## src/rtl/instruction_fetch.sv

```systemverilog
// instruction_fetch: owns the fetch PC, reads 64-bit beats, splits them
// into two instructions and queues them in order for Decode.
module instruction_fetch #(
  parameter int          BUS_DATA_WIDTH = 64,
  parameter logic [63:0] RESET_PC       = 64'h0,
  parameter int          FIFO_DEPTH     = 4
) (
  input  logic                        clk,
  input  logic                        reset,
  output logic                        bus_req,
  output logic [63:0]                 bus_addr,
  input  logic                        bus_ack,
  input  logic                        bus_rvalid,
  input  logic [BUS_DATA_WIDTH-1:0]   bus_rdata,
  input  logic                        redirect_valid,
  input  logic [63:0]                 redirect_pc,
  input  logic                        stall,
  output logic                        stage1_valid,
  output logic [BUS_DATA_WIDTH/2-1:0] stage1_instruction_bits,
  output logic [63:0]                 stage1_pc
);

  localparam int IW = BUS_DATA_WIDTH / 2;
  localparam int PW = $clog2(FIFO_DEPTH);
  localparam int CW = PW + 1;
  localparam logic [CW-1:0] DEPTH_C = CW'(FIFO_DEPTH);

  typedef enum logic [1:0] {
    IDLE,
    REQ,
    WAIT,
    DROP
  } state_t;

  state_t      state;
  logic [63:0] fetch_pc;
  logic        stale;

  logic [IW-1:0] ins_q [FIFO_DEPTH];
  logic [63:0]   pc_q  [FIFO_DEPTH];
  logic [PW-1:0] wr_ptr;
  logic [PW-1:0] wr_ptr1;
  logic [PW-1:0] rd_ptr;
  logic [CW-1:0] count;

  logic          empty;
  logic          pop;
  logic          push;
  logic          push_two;
  logic          free_ok;
  logic [CW-1:0] push_n;
  logic [IW-1:0] lo_ins;
  logic [IW-1:0] hi_ins;
  logic [IW-1:0] slot0_ins;
  logic [63:0]   slot0_pc;
  logic          unused_bits;

  assign empty    = (count == '0);
  assign free_ok  = (DEPTH_C - count) >= CW'(2);
  assign pop      = !empty && !stall && !redirect_valid;
  assign push     = (state == WAIT) && bus_rvalid && !redirect_valid;
  assign push_two = push && !fetch_pc[2];
  assign push_n   = push ? (push_two ? CW'(2) : CW'(1)) : '0;
  assign wr_ptr1  = wr_ptr + PW'(1);

  assign lo_ins = bus_rdata[IW-1:0];
  assign hi_ins = bus_rdata[BUS_DATA_WIDTH-1:IW];

  // A mid-beat PC (after a redirect) keeps only the upper instruction.
  assign slot0_ins = fetch_pc[2] ? hi_ins : lo_ins;
  assign slot0_pc  = fetch_pc[2] ? bus_addr + 64'd4 : bus_addr;

  assign unused_bits = ^{redirect_pc[1:0], fetch_pc[1:0]};

  assign stage1_valid = !empty;
  assign stage1_instruction_bits = empty ? '0 : ins_q[rd_ptr];
  assign stage1_pc = empty ? '0 : pc_q[rd_ptr];

  always_ff @(posedge clk) begin
    if (push) begin
      ins_q[wr_ptr] <= slot0_ins;
      pc_q[wr_ptr]  <= slot0_pc;
      if (push_two) begin
        ins_q[wr_ptr1] <= hi_ins;
        pc_q[wr_ptr1]  <= bus_addr + 64'd4;
      end
    end
  end

  always_ff @(posedge clk) begin
    if (reset || redirect_valid) begin
      wr_ptr <= '0;
      rd_ptr <= '0;
      count  <= '0;
    end else begin
      wr_ptr <= wr_ptr + push_n[PW-1:0];
      rd_ptr <= rd_ptr + PW'(pop);
      count  <= count + push_n - CW'(pop);
    end
  end

  always_ff @(posedge clk) begin
    if (reset) begin
      state    <= IDLE;
      fetch_pc <= RESET_PC;
      stale    <= 1'b0;
      bus_req  <= 1'b0;
      bus_addr <= '0;
    end else begin
      if (redirect_valid)
        fetch_pc <= {redirect_pc[63:2], 2'b00};
      unique case (state)
        IDLE: begin
          if (!redirect_valid && free_ok) begin
            state    <= REQ;
            bus_req  <= 1'b1;
            bus_addr <= {fetch_pc[63:3], 3'b000};
          end
        end
        REQ: begin
          if (bus_ack) begin
            bus_req <= 1'b0;
            state   <= (stale || redirect_valid) ? DROP : WAIT;
          end else if (redirect_valid) begin
            stale <= 1'b1;
          end
        end
        WAIT: begin
          if (redirect_valid) begin
            state <= bus_rvalid ? IDLE : DROP;
          end else if (bus_rvalid) begin
            fetch_pc <= bus_addr + 64'd8;
            state    <= IDLE;
          end
        end
        DROP: begin
          if (bus_rvalid) begin
            stale <= 1'b0;
            state <= IDLE;
          end
        end
        default: state <= IDLE;
      endcase
    end
  end

endmodule

```

## config.mk

```make
export PLATFORM = sky130hd
export DESIGN_NAME = instruction_fetch
export DESIGN_NICKNAME = d
export VERILOG_FILES = /design/src/rtl/instruction_fetch.sv
export SDC_FILE = /design/constraint.sdc
export NUM_CORES = 1
export LEC_CHECK = 0
export ABC_CLOCK_PERIOD_IN_PS = 4400
export BUFFER_PORTS_ARGS = -buffer_cell sky130_fd_sc_hd__buf_2
export CORE_MARGIN = 3
export CORE_UTILIZATION = 53
export CTS_CLUSTER_DIAMETER = 80
export DETAILED_ROUTE_END_ITERATION = 10
export PLACE_DENSITY = 0.73
export SLEW_MARGIN = 20
export SYNTH_ARGS = -nofsm -noshare
export SYNTH_HDL_FRONTEND = slang
export SYNTH_SLANG_ARGS = --single-unit
```

## constraint.sdc

```tcl
create_clock -name clk -period 4.4 [get_ports clk]
set_input_delay 0.66 -clock clk [delete_from_list [all_inputs] [get_ports clk]]
set_output_delay 0.66 -clock clk [all_outputs]
set_load 0.005 [all_outputs]
```

==> Word level (Yosys, flattened, before mapping) <==
Memory sizes are Yosys's and may differ from the RTL's. A register that Yosys moved wholly into a read port is not among the register bits.
Index checks and enable logic that the tools add are counted.
{ "totals": {"reg_bits": 136, "latchBits": 0, "ram_bits": 384, "romBits": 0, "input_bits": 134, "out_inout_bits": 162, "n_memories": 2} }
{ "mem_list": {"columns": ["memory", "words", "word_bits", "read_ports", "rd_ports_with_merged_regs", "wr", "line_no", "text"], "rows": [
  ["pc_q", 4, 64, 1, 1, 2, "40", "logic [63:0] pc_q [FIFO_DEPTH];"],
  ["ins_q", 4, 32, 1, 1, 2, "39", "logic [IW-1:0] ins_q [FIFO_DEPTH];"]
]} }
{ "classes": {"add_sub_neg": 8, "n_mul": 0, "div": 0, "order_cmp": 1, "n_eq_ne": 8, "n_shift": 0, "mux": 31, "bitwise": 0, "n_reduce_logical": 20} }
{ "ops": {"columns": ["op", "count"], "rows": [
  ["$mux 64", 6],
  ["$add 64x3->64 const B", 1],
  ["$add 64x4->64 const B", 1],
  ["$mux 32", 2],
  ["$mux 2", 9],
  ["$mux 1", 11],
  ["$ne 2x2->1 const B", 5],
  ["$pmux 2 s4", 1],
  ["$logic_and 1x1->1", 6],
  ["$eq 2x2->1 const B", 2],
  ["$logic_not 1->1", 4],
  ["$pmux 1 s2", 2],
  ["$reduce_and 2->1", 2],
  ["$reduce_and 4->1", 1],
  ["$reduce_bool 2->1", 2],
  ["$add 3x2->3", 1],
  ["$ge 3x2->1 const B", 1],
  ["$logic_not 3->1", 1],
  ["$reduce_and 3->1", 1],
  ["$sub 3x1->3", 1],
  ["$sub 3x3->3 const A", 1],
  ["$add 2x1->2", 1],
  ["$add 2x1->2 const B", 1],
  ["$add 2x2->2", 1],
  ["3 further kinds", 4]
]} }

==> Depth between registers and ports, before layout <==
{ "depth": {"ltp_word": 8, "depth_mapped": 10, "depth_no_buf": 9} }

==> Worst setup path after synthesis <==
Ideal clock, no wire load.
{ "synth_timing": {"path_kind": "input to register", "from": "input port bus_rvalid", "to": "memory ins_q[3][0] in the netlist's numbering (enable)", "setup_ps": 490, "arrival_ps": 4217, "required_ps": 3910, "setup_slack_ps": -307, "stages": 5, "cell_sequence": "nor4bb_1 -> clkbuf_1 -> nand2_1 -> nor2_1 -> clkbuf_1"} }
{ "synth_rtl": {"columns": ["element", "line_no", "text"], "rows": [
  ["start, declared", "13", "input logic bus_rvalid,"],
  ["end, declared", "39", null]
]} }

==> Final worst setup path <==
{ "layout_timing": {"from": "register count[0]", "to": "output port stage1_pc[58]"} }
{ "layout_between": {"elab_chain_cells": 2} }
{ "layout_lines": {"columns": ["element", "line_no", "text"], "rows": [
  ["start, declared", "44", "logic [CW-1:0] count;"],
  ["start signal, assigned", "98", "count <= count + push_n - CW'(pop);"],
  ["$logic_not 3->1", "58", "assign empty = (count == '0);"],
  ["$mux 64", "77", "assign stage1_pc = empty ? '0 : pc_q[rd_ptr];"],
  ["end, declared", "20", "output logic [63:0] stage1_pc"]
]} }
Every way passes these cells.

==> run_results.csv <==
group,metric,value,unit
outcome,status,"finished clean",
cts,clockBufferDepth,3,
timing,relSlewSlack,26.1,%
timing,fin_crit_sh,77.6,%
place,gp_congestion,0.795,
detailed_routing,vias_per_cell,5.80,
detailed_routing,dr.pass1.iters,5,
layout,multi_input_area,9410,µm²
critical_path,cp-start-kind,"register",
logic_synthesis,ys_seq_area_share,57.8,%
pwr,power-per-cell-area,368,nW/µm²
pwr,p_leak,9.46,nW
global_route,grt_max_degree,148,
place,dp_hpwl,37.1,mm
die,die_h,219,µm
global_route,antenna_found_initial,6,
timing,min_period,3410,ps
cts,clk-insertion-delay-late,580,ps
detailed_routing,drt_iter0_drc,1254,
detailed_routing,wirelength,60.2,mm
pwr,peakVddDrop,0.286,mV
detailed_routing,ant_nets,0,
global_route,grt-ovfl-total,0,
cts,path_clk_slew,60,ps
cts,cts-resized-gates,0,
cts,cts_hold_buf,0,
cts,numCtsBuffers,52,
global_route,track_usage,25.1,%
die,core,44600,µm²
logic_synthesis,synth_cell_types,50,
layout,nFillCells,3452,
global_route,grt_pass1_wl,93.1,mm
detailed_routing,wl_per_cell,21.6,µm
run,maxCapViolCount,0,
die,floorplan.initialDensity,54.0,%
layout,layout.nets,2289,
critical_path,critical_path_required,3740,ps
logic_synthesis,synth-edff-count,372,
die,fp-row-count,77,
place,place_area,26100,µm²
critical_path,endpoint_kind,"primary output",
global_route,grt_pass1_vias,16283,
cts,cts_setup_buffers,0,
critical_path,cp_max_fo,54,
logic_synthesis,postSynthAreaPerCell,12.5,µm²
cts,cts-htree-levels,2,
critical_path,critPathArrivalTime,2750,ps
logic_synthesis,synth_cells,1929,
layout,drive_gt1_share,29.1,%
logic_synthesis,syn-cell-area,24100,µm²
cts,cts.sinks,510,
logic_synthesis,synthFlopType,"edfxtp_1",
logic_synthesis,synth-seq-cells,510,
layout,syn_to_final_growth,15.1,%
place,io_buffers,288,
timing,setup_tns,0,ps
detailed_routing,drc_errors,0,
die,fp.dieArea,48100,µm²
timing,fin_skew,11.9,ps
cts,cts_tree,"built",
timing,worst_pin_slew,1100,ps
timing,hold_violations,0,
die,die_w,219,µm
hold_path,hold_path_class,"primary input to register",
timing,fmax,293,MHz
logic_synthesis,ys_warn_count,0,
layout,ff_latch_area,13900,µm²
detailed_routing,via_count,16153,
layout,final_area,27700,µm²
die,ioPinCount,296,
cts,root_buffer,"clkbuf_16",
timing,rsz0062_at_grt,"no",
timing,setup_viol,0,
logic_synthesis,synthArstFlopShare,0,%
timing,drv_slew,0,
critical_path,critPathKind,"register to primary output",
## area by class of cell
class                      instances  share of cell area, %
antenna                            2                 0.0180
clock buffer                      77                   5.29
clock inverter                    19                  0.492
inverter                          56                  0.758
multi-input combinational       1203                   33.9
sequential                       510                   50.3
tap                              592                   2.67
timing repair buffer             324                   6.55
## sequential cells by signal (all words and copies together), names as in the netlist
| register | cells |
|---|---|
| rd_ptr | 2 |
| ins_q | 128 |
| stale | 1 |
| bus_req | 1 |
| pc_q | 248 |
| fetch_pc | 62 |
| bus_addr | 61 |
| wr_ptr | 2 |
| count | 3 |
| state | 2 |
## routing by layer
| layer | vias to the layer above | track usage (%) | share of wire (%) |
|---|---|---|---|
| met5 | - | 0 | 0.093 |
| met4 | 8 | 7.52 | 2.4 |
| met3 | 110 | 4.87 | 6.9 |
| met2 | 496 | 42.5 | 49 |
| met1 | 8088 | 33.0 | 41 |
| li1 | 7451 | - | - |
## final timing paths
path                             from                   endpoint  slack [ps]  cells after the start
max               count[0]$_SDFF_PP0_              stage1_pc[58]         990                      7
min                    redirect_pc[2]     fetch_pc[2]$_SDFF_PP0_         380                      3
max reg2reg  bus_addr[3]$_SDFFE_PP0P_    fetch_pc[51]$_SDFF_PP0_        1230                      6
min reg2reg   fetch_pc[58]$_SDFF_PP0_  bus_addr[58]$_SDFFE_PP0P_         450                      2
## cell usage after synthesis (3+ instances only)
cell	number	area, µm²
nor4_1	23	144
xor2_1	28	245
o21ai_0	45	225
xnor2_1	19	166
nor2_1	33	124
a211oi_1	25	188
or4_1	13	97.6
mux2i_1	15	150
nor3_1	44	220
buf_4	5	37.5
ha_1	7	87.6
and4_1	7	61.3
nand2_1	149	559
nor2b_1	15	93.8
or3_1	6	37.5
inv_1	56	210
a311oi_1	3	26.3
a21oi_1	136	681
and2_1	313	1960
and3_1	3	18.8
mux4_2	94	2120
o31ai_1	12	90.1
a21o_1	3	22.5
a31oi_1	12	75.1
edfxtp_1	372	11200
mux2_2	130	1460
buf_2	11	55.1
buf_1	29	109
nand3_1	21	105
clkbuf_1	119	447
nand4_1	18	113
dfxtp_1	138	2760
## worst max-delay path, stage by stage (launching register included)
cell and delay [ps]:
dfxtp_1 340, inv_1 70, ha_1 200, ha_1 250, inv_2 290, buf_4 570, and2_1 280, buf_2 130
## cells in the final DEF (no fill, tap or decap), drive strengths merged, types with 7 or more instances in the layout
| cell type | count |
|---|---|
| nor3 | 44 |
| dfxtp | 138 |
| nand4 | 20 |
| inv | 56 |
| and2 | 313 |
| buf | 324 |
| or4 | 14 |
| mux2i | 15 |
| xor2 | 28 |
| nor2b | 15 |
| edfxtp | 372 |
| or3 | 7 |
| nand2 | 149 |
| o31ai | 12 |
| xnor2 | 19 |
| nand3 | 23 |
| nor4 | 23 |
| mux2 | 130 |
| clkbuf | 77 |
| a21oi | 136 |
| clkinv | 16 |
| and4 | 7 |
| a211oi | 25 |
| o21ai | 45 |
| nor2 | 33 |
| mux4 | 94 |
| ha | 7 |
| a31oi | 12 |
## where the power goes
part / leakage, nW / total (W) / switching, W / internal, W
registers: 4.03 / 0.00532 / 0.000101 / 0.00522
clock network: 0.781 / 0.00423 / 0.00181 / 0.00241
logic: 4.65 / 0.000662 / 0.000367 / 0.000295
total: 9.46 / 0.0102 / 0.00228 / 0.00793
## cell families after synthesis
| family | count (synthesis) | share of synthesized area [%] |
|---|---|---|
| other cells | 1 | 0.0156 |
| xor+xnor | 47 | 1.71 |
| mux | 239 | 15.5 |
| flops | 510 | 57.8 |
| fa+ha+maj | 8 | 0.447 |
| buf+inv | 220 | 3.56 |
| simple gates | 658 | 15.2 |
| compound gates | 246 | 5.78 |
## per-stage QoR
step                      total power, W  utilization [%]  setup slack, ps  hold WS [ps]  std cells
after floorplan                  0.00580                -             12.9           427       1933
after global placement           0.00606             58.6             1120           432       2685
after detailed placement         0.00608             58.6             1110           438       2685
final                             0.0102             62.2              986           375       2783
after global routing              0.0105             62.2              811           374       2781
after CTS                         0.0103             62.2              894           349       2781
(Power assumes the default switching activity.)
